`config.mk`:
```
export PLATFORM = sky130hd
export DESIGN_NAME = fetch_decode_unit
export DESIGN_NICKNAME = d
export VERILOG_FILES = /design/src/rtl/fetch_decode_unit.sv
export SDC_FILE = /design/constraint.sdc
export NUM_CORES = 1
export LEC_CHECK = 0
export CAP_MARGIN = 40
export CORE_MARGIN = 3
export CORE_UTILIZATION = 37
export CTS_CLUSTER_DIAMETER = 50
export DETAILED_ROUTE_END_ITERATION = 16
export GPL_TIMING_DRIVEN = 0
export PLACE_DENSITY = 0.88
export SYNTH_ARGS = -nofsm -noshare
export SYNTH_HDL_FRONTEND = slang
export SYNTH_SLANG_ARGS = --single-unit
```
`constraint.sdc`:
```
create_clock -name Clk -period 3.5 [get_ports Clk]
set_clock_uncertainty 0.05 [all_clocks]
set_input_delay 0.525 -clock Clk [delete_from_list [all_inputs] [get_ports Clk]]
set_output_delay 0.525 -clock Clk [all_outputs]
set_load 0.01 [all_outputs]
```
`src/rtl/fetch_decode_unit.sv`:
```
// fetch_decode_unit: front end of the multicycle MIPS datapath.
// Holds the PC, the instruction register and the memory data register. It applies the
// control unit's PC/IR write strobes and slices the IR into decoded fields.
//
// Optional feature: define FETCH_DECODE_PERF_COUNTER_EN to add the InstrCount and
// BranchTakenCount performance counters. Each is CNT_WIDTH bits wide and wraps.
//
// Ports:
//   Clk, reset            clock (rising edge); asynchronous active-high reset
//   PCWrite, PCWriteCond  unconditional / beq-conditional PC write strobes
//   PCSource              next-PC select: 00 ALUResult, 01 ALUOut, 10 JumpTarget, 11 hold
//   IRWrite               IR load strobe
//   Zero                  ALU zero flag
//   ALUResult, ALUOut     combinational and registered ALU results
//   MemData               memory read data
//   PC, Instr, MDR        architectural registers
//   Opcode..JumpTarget    fields decoded from Instr (and from PC for JumpTarget)
//   AddrErr               sticky flag; set when a misaligned value was written to the PC
module fetch_decode_unit #(
    parameter logic [31:0] RESET_PC  = 32'h0000_0000,
    parameter int unsigned CNT_WIDTH = 32
) (
    input  logic        Clk,
    input  logic        reset,
    input  logic        PCWrite,
    input  logic        PCWriteCond,
    input  logic [1:0]  PCSource,
    input  logic        IRWrite,
    input  logic        Zero,
    input  logic [31:0] ALUResult,
    input  logic [31:0] ALUOut,
    input  logic [31:0] MemData,
    output logic [31:0] PC,
    output logic [31:0] Instr,
    output logic [31:0] MDR,
    output logic [5:0]  Opcode,
    output logic [5:0]  Funct,
    output logic [4:0]  Rs,
    output logic [4:0]  Rt,
    output logic [4:0]  Rd,
    output logic [4:0]  Shamt,
    output logic [31:0] SignExtImm,
    output logic [31:0] JumpTarget,
    output logic        AddrErr
`ifdef FETCH_DECODE_PERF_COUNTER_EN
    ,
    output logic [CNT_WIDTH-1:0] InstrCount,
    output logic [CNT_WIDTH-1:0] BranchTakenCount
`endif
);

    // A zero-width counter is meaningless, so reject it at elaboration time.
    if (CNT_WIDTH < 1) begin : g_cnt_width_check
        $error("CNT_WIDTH must be at least 1");
    end

    logic        pc_we;
    logic        pc_load;
    logic [31:0] pc_sel;
    logic [31:0] pc_d;
    logic [31:0] instr_d;
    logic        addr_err_d;

    // Field decode
    assign Opcode     = Instr[31:26];
    assign Rs         = Instr[25:21];
    assign Rt         = Instr[20:16];
    assign Rd         = Instr[15:11];
    assign Shamt      = Instr[10:6];
    assign Funct      = Instr[5:0];
    assign SignExtImm = {{16{Instr[15]}}, Instr[15:0]};
    assign JumpTarget = {PC[31:28], Instr[25:0], 2'b00};

    // PCWrite dominates PCWriteCond, so Zero only matters for a conditional write.
    assign pc_we = PCWrite | (PCWriteCond & Zero);

    always_comb begin
        pc_sel     = PC;
        pc_load    = 1'b0;
        pc_d       = PC;
        instr_d    = Instr;
        addr_err_d = AddrErr;

        unique case (PCSource)
            2'b00:   pc_sel = ALUResult;
            2'b01:   pc_sel = ALUOut;
            2'b10:   pc_sel = JumpTarget;
            default: pc_sel = PC;
        endcase

        // The reserved select value holds the PC even when the write strobe is asserted.
        pc_load = pc_we & (PCSource != 2'b11);

        if (pc_load) begin
            pc_d = {pc_sel[31:2], 2'b00};
            if (pc_sel[1:0] != 2'b00) begin
                addr_err_d = 1'b1;
            end
        end

        if (IRWrite) begin
            instr_d = MemData;
        end
    end

    always_ff @(posedge Clk or posedge reset) begin
        if (reset) begin
            PC      <= RESET_PC;
            Instr   <= 32'h0;
            MDR     <= 32'h0;
            AddrErr <= 1'b0;
        end else begin
            PC      <= pc_d;
            Instr   <= instr_d;
            MDR     <= MemData;
            AddrErr <= addr_err_d;
        end
    end

`ifdef FETCH_DECODE_PERF_COUNTER_EN
    logic branch_taken;

    // Count only branches taken through the conditional path, not unconditional writes.
    assign branch_taken = PCWriteCond & Zero & ~PCWrite;

    always_ff @(posedge Clk or posedge reset) begin
        if (reset) begin
            InstrCount       <= '0;
            BranchTakenCount <= '0;
        end else begin
            if (IRWrite) begin
                InstrCount <= InstrCount + 1'b1;
            end
            if (branch_taken) begin
                BranchTakenCount <= BranchTakenCount + 1'b1;
            end
        end
    end
`endif

endmodule

```
Word-level counts from Yosys, hierarchy flattened
Cells that the tools add are included.
- register bits: 95
- input bits: 104
- output and inout port bits: 193
- word-level logic and storage cells: 20
- equal/unequal tests: 3
- muxes and demuxes: 1
- bitwise logic cells: 4
- reductions and logical operators: 7
- operator list (operator ; number):
    one-hot mux 32 bit (3 select lines) ; 1
    AND reduction 2 bit ; 2
    nonzero test 2 bit ; 2
    AND reduction 3 bit ; 1
    nonzero test 3 bit ; 1
    bitwise AND 1 bit ; 2
    equality test 2 x 1 -> 1 bit, second input constant ; 1
    equality test 2 bit, second input constant ; 1
    logical NOT 2 bit ; 1
    inequality test 2 bit, second input constant ; 1
    NOT 1 bit ; 1
    bitwise OR 1 bit ; 1

Logic depth before layout (Yosys ltp)
Gate-level depths: netlist (run 1).
- depth after elaboration: 4
- depth in mapped cells: 6

Least setup slack after synthesis (run 1)
OpenSTA, ideal clock, no wires.
- kind: reg-to-output
- from: register Instr[15]
- to: output JumpTarget[17]
- data arrival time: 0.877 ns
- required time: 2.925 ns
- slack: 2.048 ns
- stages on the path, launching flop included: 2
- cells stage by stage: dfrtp_1 -> buf_4
- RTL lines (element ; RTL line ; source):
    from (decl) ; 34 ; output logic [31:0] Instr,
    from (signal assigned) ; 114 ; Instr <= instr_d;
    to (decl) ; 43 ; output logic [31:0] JumpTarget,
No word-level cell between the ends.

Worst setup path in the final report (run 1)
- from: register Instr[15]
- to: output Rd[4]
- RTL lines (element ; RTL line ; source):
    to (decl) ; 40 ; output logic [4:0] Rd,
No word-level cell between the ends.

==> flow_metrics.tcl, run 1 <==
set metrics [dict create \
    regArea_um2 2380 \
    timing.critical_path.arrival_ns 1.83 \
    insertedDiodeCount 0 \
    timing_hold_violations_final 0 \
    ioPinCount 297 \
    grt_max_degree 55 \
    yosys-top-cells-count "101 x sky130_fd_sc_hd__buf_4, 95 x sky130_fd_sc_hd__dfrtp_1, 26 x sky130_fd_sc_hd__mux2i_1, 23 x sky130_fd_sc_hd__mux2_2" \
    worstSetupStartpointType "register" \
    clock_sink_count 95 \
    final-setup-viol-count 0 \
    timing.critical_path.to_type "output pin" \
    globalRoute.totalOverflow 0 \
    synthMostInstantiatedCell "sky130_fd_sc_hd__buf_4" \
    routed_wirelength_um 14700 \
    globalRouteMet2Util 0.387 \
    min_period_over_period 0.688 \
    num-nets-final 766 \
    post-synth-top-area-cell "sky130_fd_sc_hd__dfrtp_1" \
    insertion_delay_ns 0.34 \
    synth_edf_count 0 \
    flow.area_growth_from_synthesis_pct 74.3 \
    post-route-drc-count 0 \
    finalWeightedCongestion 0.748 \
    vdd.ir_drop.worst_mv 0.354 \
    slowest_delay_ns 0.73 \
    met3_usage 0.0548 \
    grt_setup_unrepaired "no" \
    yosys_warnings 0 \
    path_delay_family "buffers and inverters" \
    syn-cell-area_um2 4630 \
    post_synth_inst_count 358 \
    grt_pass1_wl_um 23000 \
    h-tree-depth 3 \
    row_count 40 \
    slew_violations 0 \
    first_global_vias 4149 \
    postSynth.asyncResetShare 1.00 \
    route.detailed.vias_per_inst 4.57 \
    drt_iter0_markers 168 \
    criticalPathCategory "register to output pin" \
    synth.distinct_cells 30 \
    hold-worst-slack_ns 0.436 \
    grtUsageMet1 0.230 \
    synth_top_area_frac 0.514 \
    timing.critical_path.slowest_stage_cell "sky130_fd_sc_hd__dfrtp_1" \
    filler_cell_count 903 \
    die-width_um 118 \
    synth_seq_area_share 0.514 \
    cap_violations 0 \
    worst-endpoint-required_ns 2.92 \
    outcome "finished clean" \
    vias 3820 \
    cts_setup_buffers 0 \
    routedWlPerCell_um 17.7 \
    timing.max_slew.rel_slack 0.596 \
    grt_antenna_before_repair 0 \
    fin_crit_ns 2.41 \
    worst_hold_path_type "register to register" \
    leakage_nw 3.48 \
    ys_ff_latch 95 \
    cts_inserted_buffers 9 \
    post_synth_main_area_contributors "sky130_fd_sc_hd__dfrtp_1 51%, sky130_fd_sc_hd__buf_4 16%, sky130_fd_sc_hd__mux2i_1 5.6%" \
    cell_area_power_density_nw_per_um2 421 \
    count_of_cells_resized_by_post_cts_repair 0 \
    postSynth.topFlopCell "sky130_fd_sc_hd__dfrtp_1" \
    grt_most_used_layer "met2" \
    path_clk_slew_ns 0.06 \
    drt-pass1-iter-count 4 \
    dp_hpwl_um 11600 \
    cts_hold_buf 0 \
    synthesis.area_per_instance_um2 12.9 \
    clock_tree.root_cell "sky130_fd_sc_hd__clkbuf_16" \
    post_route_cells_drive_above_1_share 0.249 \
    worst_pin_slew_ns 0.606 \
    worstPathCellList "buf_4 > clkdlybuf4s50_1" \
    cp_max_fo 22 \
    cts.path.max_buffers 2 \
    io_buffers 289 \
    tritoncts "built" \
    final_antenna_net_count 0 \
    fp.dieArea_um2 13900 \
    cp_num_buf_inv 2 \
    dieHeight_um 118 \
    max_freq_mhz 415 \
    initial_utilization 0.382 \
    multiInputGateArea_um2 1350 \
    stdcell_count 835 \
    numPlacedInstances 819 \
    grt.total_usage 0.211 \
    placeableCoreArea_um2 12100 \
]
cells in the final DEF, fill, tap and decap left out, drive strengths merged, types with 2 or more instances in the layout:
cell type      instances
mux2                  32
o31ai                  4
mux2i                 26
conb                   4
dfrtp                 95
clkdlybuf4s50        289
buf                  117
a211oi                 4
nand2                  2
a2111oi                4
nand2b                 6
nor2                   4
a2bb2oi               22
nor2b                  5
clkbuf                15
o21ai                  8
o2bb2ai               22
state kept, by name, summed over array words and instances, names as in the netlist:
| name | flops |
|---|---|
| AddrErr | 1 |
| MDR | 32 |
| PC | 30 |
| Instr | 32 |
worst paths after layout:
kind	cells after the start	from	slack [ns]	endpoint
min	1	PC[10]	0.44	PC[10]
max in group asynchronous	3	reset	2.21	PC[5]
min in group asynchronous	2	reset	0.54	MDR[17]
max	2	Instr[15]	1.09	Rd[4]
max reg2reg	2	Instr[15]	2.35	PC[17]
min reg2reg	1	PC[10]	0.44	PC[10]
routing by layer:
metal  up-vias  share of wire
met5         -              0
met4         0          0.022
met3        27          0.064
met2       168           0.54
met1      1860           0.38
li1       1765              -
per-stage QoR:
step            util  total power, W  TNS, ns  worst slack (ns)  area, um2
2_1_floorplan      -         0.00179        0             0.448       4640
3_3_place_gp   0.639         0.00241   -82.41            -0.874       7740
3_5_place_dp   0.642         0.00245        0              1.42       7770
4_1_cts        0.666         0.00343        0              1.06       8060
5_1_grt        0.666         0.00355        0             0.974       8060
6_report       0.666         0.00339        0              1.09       8060
layout make-up:
class	instances	area share
repair buffers	290	0.362
well taps	168	0.0261
clock inverters	3	0.00528
plain buffers	118	0.113
inverters	1	0.000776
multi-input cells	147	0.167
clock buffers	13	0.0310
flip-flops and latches	95	0.295
logic make-up (layout without fill, tap and decap cells):
family | Yosys count | count (layout) | synth area share
simple gates | 17 | 17 | 0.0224
compound gates | 68 | 68 | 0.131
mux | 58 | 58 | 0.134
buf+inv | 119 | 425 | 0.198
flops | 95 | 95 | 0.514
other cells | 1 | 4 | 0.000810
where the power goes:
part           switching, W  total [W]  internal (W)
clock network      0.000405   0.000978      0.000573
logic              0.000395    0.00111      0.000716
registers          0.000100    0.00131       0.00121
total              0.000900    0.00339       0.00249
worst register-to-register path, delay by kind of cell (launching register included):
kind               cells  cell delay, ns
DFF                    1            0.73
AOI/OAI and AO/OA      2            0.30
Note: power is estimated with default switching activity, not from simulation.
==> run 2, diff against run 1 <==
- clock period: 3.5 -> 2.3 ns (I/O delays scaled with it)
==> run 2 against run 1 <==
Compared with the run above: critical path depth unchanged; largest power group unchanged; via count increased by 0.31%; die area unchanged; utilization up 0.18 points; highest routed layer unchanged.
==> flow_metrics.tcl, run 2 (synthesis gave the netlist of run 1 again) <==
set metrics [dict create \
    outcome "finished clean" \
    final_antenna_net_count 0 \
    filler_cell_count 896 \
    io_buffers 289 \
    total_power_w 0.00520 \
    hold-worst-slack_ns 0.344 \
    total_switching_power_w 0.00141 \
    row_count 40 \
    tritoncts "built" \
    min_period_over_period 0.888 \
    grt_pass1_wl_um 23400 \
    timing_hold_violations_final 0 \
    worstPathCellList "buf_4 > clkdlybuf4s50_1" \
    worst_hold_path_type "input port to async pin" \
    drt_iter0_markers 114 \
    globalRoute.totalOverflow 0 \
    grt_setup_unrepaired "no" \
    final.setup.tns_ns 0 \
    criticalPathCategory "register to output pin" \
    cts_inserted_buffers 9 \
    h-tree-depth 3 \
    ioPinCount 297 \
    post-route-drc-count 0 \
    share_comb_of_total_power 0.325 \
    vias 3832 \
    power_report.internal_total_w 0.00379 \
    vdd.ir_drop.worst_mv 0.506 \
    reg.largest.list "Instr (32), MDR (32), PC (30)" \
    insertion_delay_ns 0.34 \
    num-nets-final 767 \
    slowest_delay_ns 0.58 \
    fp.dieArea_um2 13900 \
    timing.max_slew.rel_slack 0.628 \
    drt-pass1-iter-count 4 \
    first_global_vias 4144 \
    power.share.switching 0.271 \
    dieHeight_um 118 \
    leakage_nw 3.48 \
    final-setup-viol-count 0 \
    die-width_um 118 \
    grt_max_degree 40 \
    routedWlPerCell_um 17.8 \
    timing.critical_path.slowest_stage_cell "sky130_fd_sc_hd__dfrtp_2" \
    seq_power_share 0.382 \
    worstSetupStartpointType "register" \
    initial_utilization 0.382 \
    slew_violations 0 \
    timing.critical_path.arrival_ns 1.65 \
    path_clk_slew_ns 0.07 \
    clock_tree.root_cell "sky130_fd_sc_hd__clkbuf_16" \
    stdcell_count 836 \
    cts.path.max_buffers 2 \
    cap_violations 0 \
    layout_common_cells "289 x sky130_fd_sc_hd__clkdlybuf4s50_1, 101 x sky130_fd_sc_hd__buf_4, 94 x sky130_fd_sc_hd__dfrtp_1, 26 x sky130_fd_sc_hd__mux2i_1, 23 x sky130_fd_sc_hd__mux2_2" \
    cp_num_buf_inv 2 \
    numPlacedInstances 820 \
    finalWeightedCongestion 0.779 \
    clock_sink_count 95 \
    worst-endpoint-required_ns 1.90 \
    cell_area_power_density_nw_per_um2 643 \
    routed_wirelength_um 14900 \
    setup_ws_ns 0.257 \
    cp_max_fo 22 \
    post_route_cells_drive_above_1_share 0.256 \
    route.detailed.vias_per_inst 4.58 \
    layout.cells.most_common "sky130_fd_sc_hd__clkdlybuf4s50_1" \
    power.clock.fraction 0.293 \
    timing.critical_path.to_type "output pin" \
    insertedDiodeCount 0 \
    fin_crit_ns 2.04 \
    placement.setup.worst_slack_ns 0.424 \
    flow.area_growth_from_synthesis_pct 74.7 \
    max_freq_mhz 489 \
    grt.total_usage 0.215 \
    path_delay_family "buffers and inverters" \
    worst_pin_slew_ns 0.556 \
    dp_hpwl_um 11600 \
    placeableCoreArea_um2 12100 \
    grt_antenna_before_repair 0 \
]
[run 2: cell count changes in the layout (fill, tap and decap cells not counted), sizes merged]
cell	change
buf	+1
clkbuf	-3
clkinv	+2
clkinvlp	+2
inv	-1
[run 2: stage by stage]
stage,util,instance area [um2]
after floorplan,-,4640
after global placement,0.639,7740
after detailed placement,0.643,7780
after CTS,0.667,8080
after global routing,0.668,8090
final,0.668,8090
[run 2: layout make-up]
cell class | instances | area, um2 | share of cell area
Sequential cell | 95 | 2380 | 0.294
Clock inverter | 6 | 60.1 | 0.00743
Timing Repair Buffer | 291 | 2930 | 0.363
Buffer | 118 | 912 | 0.113
Tap cell | 168 | 210 | 0.0260
Inverter | 1 | 7.51 | 0.000929
Clock buffer | 10 | 239 | 0.0296
Multi-Input combinational cell | 147 | 1350 | 0.166
[run 2: what timing repair did]
item	CTS	global route
hold buffers	0	0
buffers inserted	0	0
resized for setup	0	1
setup endpoints to repair	0	19
[run 2: path summary, 6_finish.rpt]
| kind | from | to | slack, ns | cells past startpoint |
|---|---|---|---|---|
| max in group asynchronous | reset | Instr[7] | 1.28 | 3 |
| hold reg to reg | PC[6] | PC[6] | 0.44 | 1 |
| setup reg to reg | Instr[15] | Instr[15] | 1.28 | 1 |
| setup / recovery | Instr[15] | SignExtImm[29] | 0.26 | 2 |
| hold / removal | reset | MDR[24] | 0.34 | 2 |
| min in group Clk | PCSource[0] | PC[4] | 0.36 | 4 |
[run 2: routing by layer]
metal	routed length [um]	part of all wire	GRT usage	up-vias
met4	273	0.018	0.0747	0
met2	7910	0.53	0.388	184
met3	1140	0.076	0.0591	20
met5	0	0	0	-
li1	-	-	-	1770
met1	5540	0.37	0.243	1858
[run 2: power groups by stage]
stage / sequential [W] / combinational, W / clock [W]
floorplan: 0.00206 / 0.000653 / 0
CTS: 0.00199 / 0.00171 / 0.00155
global placement: 0.00200 / 0.00166 / 0
finish: 0.00199 / 0.00169 / 0.00152
detailed placement: 0.00202 / 0.00170 / 0
global route: 0.00201 / 0.00178 / 0.00162
==> run 3, diff against run 2 <==
- CORE_ASPECT_RATIO: unset -> 0.9
==> run 3 against run 2 <==
Compared with the run above: sequential power about the same; sequential share of layout area up 0.16 points; combinational power about the same; register-to-register slack better by 0.02 ns; total power down 3.2%; worst hold slack better by 0.0069 ns; clock-buffer cell count up 1; maximum frequency up 1.5%.
==> flow_metrics.tcl, run 3 (synthesis gave the netlist of run 1 again) <==
set metrics [dict create \
    outcome "finished clean" \
    cts_setup_buffers 0 \
    cts_hold_buf 0 \
    globalRoute.totalOverflow 0 \
    grt_antenna_before_repair 0 \
    timing_hold_violations_final 0 \
    worst_pin_slew_ns 0.584 \
    timing.critical_path.arrival_ns 1.62 \
    criticalPathCategory "register to output pin" \
    fp.dieArea_um2 13900 \
    initial_utilization 0.382 \
    flow.area_growth_from_synthesis_pct 73.8 \
    timing.critical_path.to_type "output pin" \
    num-nets-final 767 \
    die-width_um 124 \
    post-route-drc-count 0 \
    min_delay_path_depth 4 \
    insertedDiodeCount 0 \
    cell_area_power_density_nw_per_um2 626 \
    routed_wirelength_um 14400 \
    final-setup-viol-count 0 \
    vdd.ir_drop.worst_mv 0.395 \
    grt_max_degree 39 \
    filler_cell_count 876 \
    path_clk_slew_ns 0.06 \
    placeableCoreArea_um2 12100 \
    first_global_vias 4081 \
    timing.max_slew.rel_slack 0.610 \
    routedWlPerCell_um 17.4 \
    route.detailed.vias_per_inst 4.60 \
    clock_tree.root_cell "sky130_fd_sc_hd__clkbuf_16" \
    fin_crit_ns 2.01 \
    dieHeight_um 112 \
    drt_met1_wl_um 5360 \
    worstSetupStartpointType "register" \
    insertion_delay_ns 0.34 \
    reg.largest.list "Instr (32), MDR (32), PC (30)" \
    layout_common_cells "289 x sky130_fd_sc_hd__clkdlybuf4s50_1, 101 x sky130_fd_sc_hd__buf_4, 94 x sky130_fd_sc_hd__dfrtp_1, 26 x sky130_fd_sc_hd__mux2i_1, 23 x sky130_fd_sc_hd__mux2_2" \
    count_of_cells_resized_by_post_cts_repair 0 \
    ioPinCount 297 \
    finalWeightedCongestion 0.764 \
    slew_violations 0 \
    cap_violations 0 \
    drt_iter0_markers 178 \
    max_freq_mhz 497 \
    final_antenna_net_count 0 \
    highest_layer "met4" \
    grt_pass1_wl_um 22200 \
    worst-endpoint-required_ns 1.90 \
    grt_setup_unrepaired "no" \
    clock_sink_count 95 \
    post_route_cells_drive_above_1_share 0.252 \
    cts_inserted_buffers 9 \
    min_period_over_period 0.875 \
    wl_met3_um 1300 \
    io_buffers 289 \
    met2WireLength_um 7470 \
    layout.cells.most_common "sky130_fd_sc_hd__clkdlybuf4s50_1" \
    vias 3800 \
    placedInstanceArea_um2 7770 \
    cp_max_fo 22 \
    dp_hpwl_um 11300 \
    tritoncts "built" \
    utilization 0.663 \
    reg2reg_depth 1 \
    final_cell_area_um2 8040 \
    final.setup.tns_ns 0 \
    leakage_nw 3.47 \
    drt-pass1-iter-count 4 \
    grt.total_usage 0.208 \
    cts.path.max_buffers 2 \
    worst_hold_path_type "input port to register" \
    row_count 38 \
    h-tree-depth 3 \
]
## run 3: changes by cell type in the layout (fill, tap and decap cells not counted), sizes merged
cell | before | now
clkinvlp | 3 | 2
clkbuf | 12 | 13
clkinv | 3 | 2
bufinv | 1 | 0
## run 3: final cells by class
| cell class | instances | area, um2 | share of cell area |
|---|---|---|---|
| Sequential cell | 95 | 2380 | 0.296 |
| Timing Repair Buffer | 291 | 2930 | 0.365 |
| Buffer | 118 | 912 | 0.113 |
| Clock inverter | 3 | 21.3 | 0.00265 |
| Tap cell | 160 | 200 | 0.0249 |
| Clock buffer | 11 | 243 | 0.0302 |
| Inverter | 1 | 7.51 | 0.000934 |
| Multi-Input combinational cell | 147 | 1350 | 0.167 |
## run 3: path summary, 6_finish.rpt
kind                       slack (ns)   startpoint             end
setup / recovery                 0.29    Instr[15]  SignExtImm[26]
hold / removal                   0.35  PCSource[0]           PC[4]
setup reg to reg                 1.30    Instr[15]       Instr[15]
hold reg to reg                  0.43      AddrErr         AddrErr
max in group asynchronous        1.25        reset       Instr[15]
min in group asynchronous        0.37        reset          MDR[6]
## run 3: through the flow
stage                     power, W  worst slack (ns)  cells  hold WS (ns)
after global routing       0.00527             0.191    826         0.399
after CTS                  0.00510            0.0595    826         0.347
after global placement     0.00366            -0.175    810         0.414
after detailed placement   0.00371             0.412    812         0.415
after floorplan            0.00272             0.785    361         0.326
final                      0.00503             0.287    826         0.351
## run 3: critical path, cell delays in order (launching register included)
cell and delay [ns]:
sky130_fd_sc_hd__dfrtp_2 0.57, sky130_fd_sc_hd__buf_4 0.17, sky130_fd_sc_hd__clkdlybuf4s50_1 0.54
## run 3: where the power goes
part,total [W],internal (W),switching [W]
logic,0.00168,0.00109,0.000591
clock network,0.00137,0.000751,0.000620
registers,0.00198,0.00183,0.000147
## run 3: per-layer routing
metal / global-route usage / up-vias
li1: - / 1777
met1: 0.242 / 1829
met2: 0.365 / 175
met3: 0.0605 / 19
met4: 0.0649 / 0
met5: 0 / -
